`src/rtl/async_input_conditioner_if.sv`:
```
// rtl/async_input_conditioner_if.sv - raw level in, conditioned level and edge strobes out
interface async_input_conditioner_if;
    logic async_in;
    logic level_out;
    logic rise_pulse;
    logic fall_pulse;
    logic busy;

    modport master (
        output async_in,
        input  level_out,
        input  rise_pulse,
        input  fall_pulse,
        input  busy
    );

    modport slave (
        input  async_in,
        output level_out,
        output rise_pulse,
        output fall_pulse,
        output busy
    );
endinterface

```
`src/rtl/async_input_conditioner.sv`:
```
// rtl/async_input_conditioner.sv - synchronizer plus debounce FSM with registered level and edge strobes
module async_input_conditioner #(
    parameter int SYNC_STAGES    = 2,
    parameter int DEBOUNCE_COUNT = 16
) (
    input  logic                       clk,
    input  logic                       reset,
    async_input_conditioner_if.slave   bus
);
    localparam int CW = $clog2(DEBOUNCE_COUNT + 1);
    localparam logic [CW-1:0] CNT_LAST = CW'(DEBOUNCE_COUNT - 1);

    typedef enum logic [1:0] {
        STABLE_LOW,
        WAIT_HIGH,
        STABLE_HIGH,
        WAIT_LOW
    } state_t;

    logic [SYNC_STAGES-1:0] sync_q;
    logic                   s;
    state_t                 state_q, state_d;
    logic [CW-1:0]          cnt_q, cnt_d;
    logic                   rise_d, fall_d;
    logic                   level_q, rise_q, fall_q, busy_q;

    always_ff @(posedge clk) begin
        if (reset) begin
            sync_q <= '0;
        end else begin
            sync_q <= {sync_q[SYNC_STAGES-2:0], bus.async_in};
        end
    end

    assign s = sync_q[SYNC_STAGES-1];

    always_comb begin
        state_d = state_q;
        cnt_d   = cnt_q;
        rise_d  = 1'b0;
        fall_d  = 1'b0;
        case (state_q)
            STABLE_LOW: begin
                cnt_d = '0;
                if (s) begin
                    if (DEBOUNCE_COUNT == 1) begin
                        state_d = STABLE_HIGH;
                        rise_d  = 1'b1;
                    end else begin
                        state_d = WAIT_HIGH;
                        cnt_d   = CW'(1);
                    end
                end
            end
            WAIT_HIGH: begin
                if (!s) begin
                    state_d = STABLE_LOW;
                    cnt_d   = '0;
                end else if (cnt_q == CNT_LAST) begin
                    state_d = STABLE_HIGH;
                    rise_d  = 1'b1;
                    cnt_d   = '0;
                end else begin
                    cnt_d = cnt_q + 1'b1;
                end
            end
            STABLE_HIGH: begin
                cnt_d = '0;
                if (!s) begin
                    if (DEBOUNCE_COUNT == 1) begin
                        state_d = STABLE_LOW;
                        fall_d  = 1'b1;
                    end else begin
                        state_d = WAIT_LOW;
                        cnt_d   = CW'(1);
                    end
                end
            end
            WAIT_LOW: begin
                if (s) begin
                    state_d = STABLE_HIGH;
                    cnt_d   = '0;
                end else if (cnt_q == CNT_LAST) begin
                    state_d = STABLE_LOW;
                    fall_d  = 1'b1;
                    cnt_d   = '0;
                end else begin
                    cnt_d = cnt_q + 1'b1;
                end
            end
            default: begin
                state_d = STABLE_LOW;
                cnt_d   = '0;
            end
        endcase
    end

    // Outputs are registered from next-state so they track the state register exactly.
    always_ff @(posedge clk) begin
        if (reset) begin
            state_q <= STABLE_LOW;
            cnt_q   <= '0;
            level_q <= 1'b0;
            rise_q  <= 1'b0;
            fall_q  <= 1'b0;
            busy_q  <= 1'b0;
        end else begin
            state_q <= state_d;
            cnt_q   <= cnt_d;
            level_q <= (state_d == STABLE_HIGH) || (state_d == WAIT_LOW);
            rise_q  <= rise_d;
            fall_q  <= fall_d;
            busy_q  <= (state_d == WAIT_HIGH) || (state_d == WAIT_LOW);
        end
    end

    assign bus.level_out  = level_q;
    assign bus.rise_pulse = rise_q;
    assign bus.fall_pulse = fall_q;
    assign bus.busy       = busy_q;
endmodule

```
`src/flat_wrapper.sv`:
```
// flat-port wrapper written by rule: the top's interface ports become plain ports
module async_input_conditioner_flat 
#(
    parameter int SYNC_STAGES    = 2,
    parameter int DEBOUNCE_COUNT = 16
)
  (clk, reset, bus_async_in, bus_level_out, bus_rise_pulse, bus_fall_pulse, bus_busy);
  async_input_conditioner_if bus_i ();
  input  logic clk;
  input  logic reset;
  input wire logic [$bits(bus_i.async_in)-1:0] bus_async_in;
  output wire logic [$bits(bus_i.level_out)-1:0] bus_level_out;
  output wire logic [$bits(bus_i.rise_pulse)-1:0] bus_rise_pulse;
  output wire logic [$bits(bus_i.fall_pulse)-1:0] bus_fall_pulse;
  output wire logic [$bits(bus_i.busy)-1:0] bus_busy;
  assign bus_i.async_in = bus_async_in;
  assign bus_level_out = bus_i.level_out;
  assign bus_rise_pulse = bus_i.rise_pulse;
  assign bus_fall_pulse = bus_i.fall_pulse;
  assign bus_busy = bus_i.busy;
  async_input_conditioner #(.SYNC_STAGES(SYNC_STAGES), .DEBOUNCE_COUNT(DEBOUNCE_COUNT)) u_core (.clk(clk), .reset(reset), .bus(bus_i));
endmodule
```
`config.mk`:
```
export PLATFORM = sky130hd
export DESIGN_NAME = async_input_conditioner_flat
export DESIGN_NICKNAME = d
export VERILOG_FILES = /design/src/rtl/async_input_conditioner_if.sv /design/src/rtl/async_input_conditioner.sv /design/src/flat_wrapper.sv
export SDC_FILE = /design/constraint.sdc
export NUM_CORES = 1
export LEC_CHECK = 0
export BUFFER_PORTS_ARGS = -buffer_cell sky130_fd_sc_hd__buf_2
export CORE_AREA = 2 2 39 41
export CTS_BUF_LIST = sky130_fd_sc_hd__clkbuf_8
export CTS_CLUSTER_SIZE = 25
export DETAILED_ROUTE_END_ITERATION = 8
export DIE_AREA = 0 0 41 43
export HOLD_SLACK_MARGIN = 0.15
export SKIP_LAST_GASP = 1
export SYNTH_ARGS = -nofsm -noshare
export SYNTH_HDL_FRONTEND = slang
export SYNTH_SLANG_ARGS = --single-unit
```
`constraint.sdc`:
```
create_clock -name clk -period 1.11 [get_ports clk]
set_input_delay 0.0555 -clock clk [delete_from_list [all_inputs] [get_ports clk]]
set_output_delay 0.0555 -clock clk [all_outputs]
set_load 0.1 [all_outputs]
```
==> impl_metrics.json <==
{
  "grt_setup_unrepaired": "yes",
  "grt_usage_pct": 12.6,
  "crit_path_end": "u_core.cnt_q[0]$_SDFF_PP0_",
  "via_per_inst": 4.70,
  "cp-start-kind": "flip-flop",
  "cts-root-buf": "clkbuf_8",
  "synth_cell_types": 20,
  "reg2regPathDepth": 5,
  "io_pins": 7,
  "status": "complete, but fails checks",
  "syn_nets": 43,
  "hold_violations": 0,
  "worstPathRequired_ns": 1.28,
  "cts_num_sinks": 12,
  "postCtsHoldBufs": 2,
  "maxSlewViolCount": 0,
  "path_class": "flip-flop to flip-flop",
  "power_frac_comb_pct": 4.0,
  "endpoint_kind": "flip-flop",
  "numCtsBuffers": 3,
  "clockBufferDepth": 2,
  "grt_max_degree": 10,
  "max-vdd-ir-drop_mv": 0.947,
  "ant_nets": 0,
  "final_area_sq_um": 664,
  "r2r_start": "u_core.cnt_q[1]$_SDFF_PP0_",
  "reg2reg_slack_ns": -0.1,
  "cts_tree": "done",
  "syn_to_final_growth_pct": 53.5,
  "reg2reg_to": "u_core.cnt_q[0]$_SDFF_PP0_",
  "switching_share_pct": 19.5,
  "syn_inst": 39,
  "path_clk_slew_ns": 0.05,
  "final_cell_mix": "buf_4, dfxtp_1, buf_2",
  "setup_viol": 8,
  "rows": 14,
  "vias": 357,
  "ys_warn_count": 0,
  "netlist_top_cells_area": "dfxtp_1, nor4b_1, xnor2_1",
  "hold_class": "input pin to flip-flop",
  "p_int_uw": 769,
  "grt_pass1_wl_mm": 1.41,
  "start_util_pct": 31.3,
  "whs_ns": 0.0953,
  "path_max_fanout": 5,
  "p_total_uw": 955,
  "synth_edf_count": 0,
  "nNetsFinal": 65,
  "synth.avg_cell_area_sq_um": 11.1,
  "synth_top_area_cell": "dfxtp_1",
  "fin_crit_sh_pct": 109,
  "max_cap_viol_count": 0,
  "core_area_sq_mm": 0.00138,
  "tightest_slew_ns": 0.485,
  "grt_pass1_vias": 328,
  "drt-pass1-iter-count": 3,
  "io_buffers": 6,
  "dp_hpwl_um": 532,
  "powerDensity_mw_per_mm2": 1440,
  "globalplace.congestion": 0.673,
  "syn_area_sq_um": 433,
  "period_minus_slack_ns": 1.21,
  "drt_iter0_markers": 2,
  "grt_overflow": 0,
  "antenna_found_initial": 0,
  "dpl_cell_area_sq_um": 561,
  "fin_skew_ns": 0.000559,
  "seqPwrFrac_pct": 45.9,
  "insertion_delay_ns": 0.24,
  "async_reset_ff_share_pct": 0,
  "crit_path_start": "u_core.cnt_q[1]$_SDFF_PP0_",
  "power.leakage_uw": 0.000268,
  "drive_gt1_share_pct": 50.0,
  "clock_power_share_pct": 50.1,
  "htreeDepth": 1,
  "violations": "negative setup slack",
  "max_freq_mhz": 828,
  "layout_setup_ws_ns": -0.0981,
  "wl_per_cell_um": 10.2,
  "fp.dieH_um": 43,
  "dieArea_sq_mm": 0.00176,
  "synth_flop_cell": "dfxtp_1",
  "layout_commonest_cell": "buf_4",
  "drt_wl_total_um": 772,
  "crit_arrival_ns": 1.38,
  "dieWidth_um": 41,
  "slew_headroom_pct": 67.9,
  "switchingPower_uw": 186,
  "fill_cells": 136,
  "netlist.area_leader.share_pct": 55.5,
  "synth-seq-area-share_pct": 55.5,
  "drc": 0,
  "antennaDiodeCount": 0,
  "ys_ff_latch": 12
}
[power by group through the flow]
stage | clock [uW] | sequential (uW) | combinational, uW
floorplan | 0 | 454 | 7.07
global placement | 0 | 448 | 31.8
detailed placement | 0 | 448 | 32.1
CTS | 497 | 439 | 37.5
global route | 500 | 439 | 41.4
finish | 478 | 439 | 38.1
[cell usage after synthesis, types with 2 or more instances]
master   number
nor2b_1       2
o21ai_0       2
nor4b_1       2
dfxtp_1      12
nand3_1       2
nand2_1       2
nor2_1        2
nor3_1        2
xnor2_1       2
[cells by family after synthesis]
kind of cell	count (synthesis)	share of synthesized area (%)
DFF	12	55.5
adders and majority gates	1	2.89
buffers and inverters	1	1.15
AOI/OAI and AO/OA	3	4.05
and+or+nand+nor	19	30.4
xor gates and xnor gates	3	6.07
[layout make-up]
| class | instances | area [sq um] | share of cell area (%) |
|---|---|---|---|
| sequential | 12 | 246 | 37.1 |
| multi-input combinational | 26 | 203 | 30.5 |
| timing repair buffer | 18 | 140 | 21.1 |
| clock buffer | 4 | 55.1 | 8.29 |
| tap | 16 | 20.0 | 3.01 |
[through the flow]
step	cells	utilization, %	TNS [ns]	setup slack, ns
after CTS	76	47.6	-0.486	-0.134
after floorplan	39	-	-0.391	-0.0757
after detailed placement	68	40.5	-0.601	-0.130
after global placement	68	40.5	-0.414	-0.110
final	76	48.0	-0.329	-0.0981
after global routing	76	48.0	-0.843	-0.157
[state kept, by name (all words and copies together) (netlist names)]
signal / flops
u_core.state_q: 1
u_core.bus.level_out: 1
u_core.sync_q: 2
u_core.bus.fall_pulse: 1
u_core.bus.busy: 1
u_core.bus.rise_pulse: 1
u_core.cnt_q: 5
[how the worst min path moves through the flow]
stage	from	endpoint	slack, ns	cells past startpoint
2_1_floorplan	reset	u_core.cnt_q[0]$_SDFF_PP0_	0.12	1
3_3_place_gp	bus_async_in	u_core.sync_q[0]$_SDFF_PP0_	0.28	2
3_5_place_dp	bus_async_in	u_core.sync_q[0]$_SDFF_PP0_	0.28	2
4_1_cts	reset	u_core.bus.busy$_SDFF_PP0_	0.09	2
5_1_grt	reset	u_core.cnt_q[0]$_SDFF_PP0_	0.13	2
6_report	reset	u_core.cnt_q[0]$_SDFF_PP0_	0.1	2
[what timing repair did]
action,CTS,global route
setup endpoints to repair,7,8
setup buffers,2,0
pin swaps,0,1
endpoints found under the hold margin,6,4
gates resized for setup,4,1
[routing by layer]
metal  track usage, %  part of all wire [%]
met1             17.0                    47
met2             14.4                    43
met3             3.14                   4.8
met4             14.0                   5.6
met5                0                     0
[critical path: stages, from the launching register on]
cell	delay, ns
dfxtp_2	0.32
ha_2	0.17
and4b_2	0.24
buf_4	0.14
o21a_1	0.17
nor3_2	0.09
No activity file was read; power rests on OpenSTA's default activity.
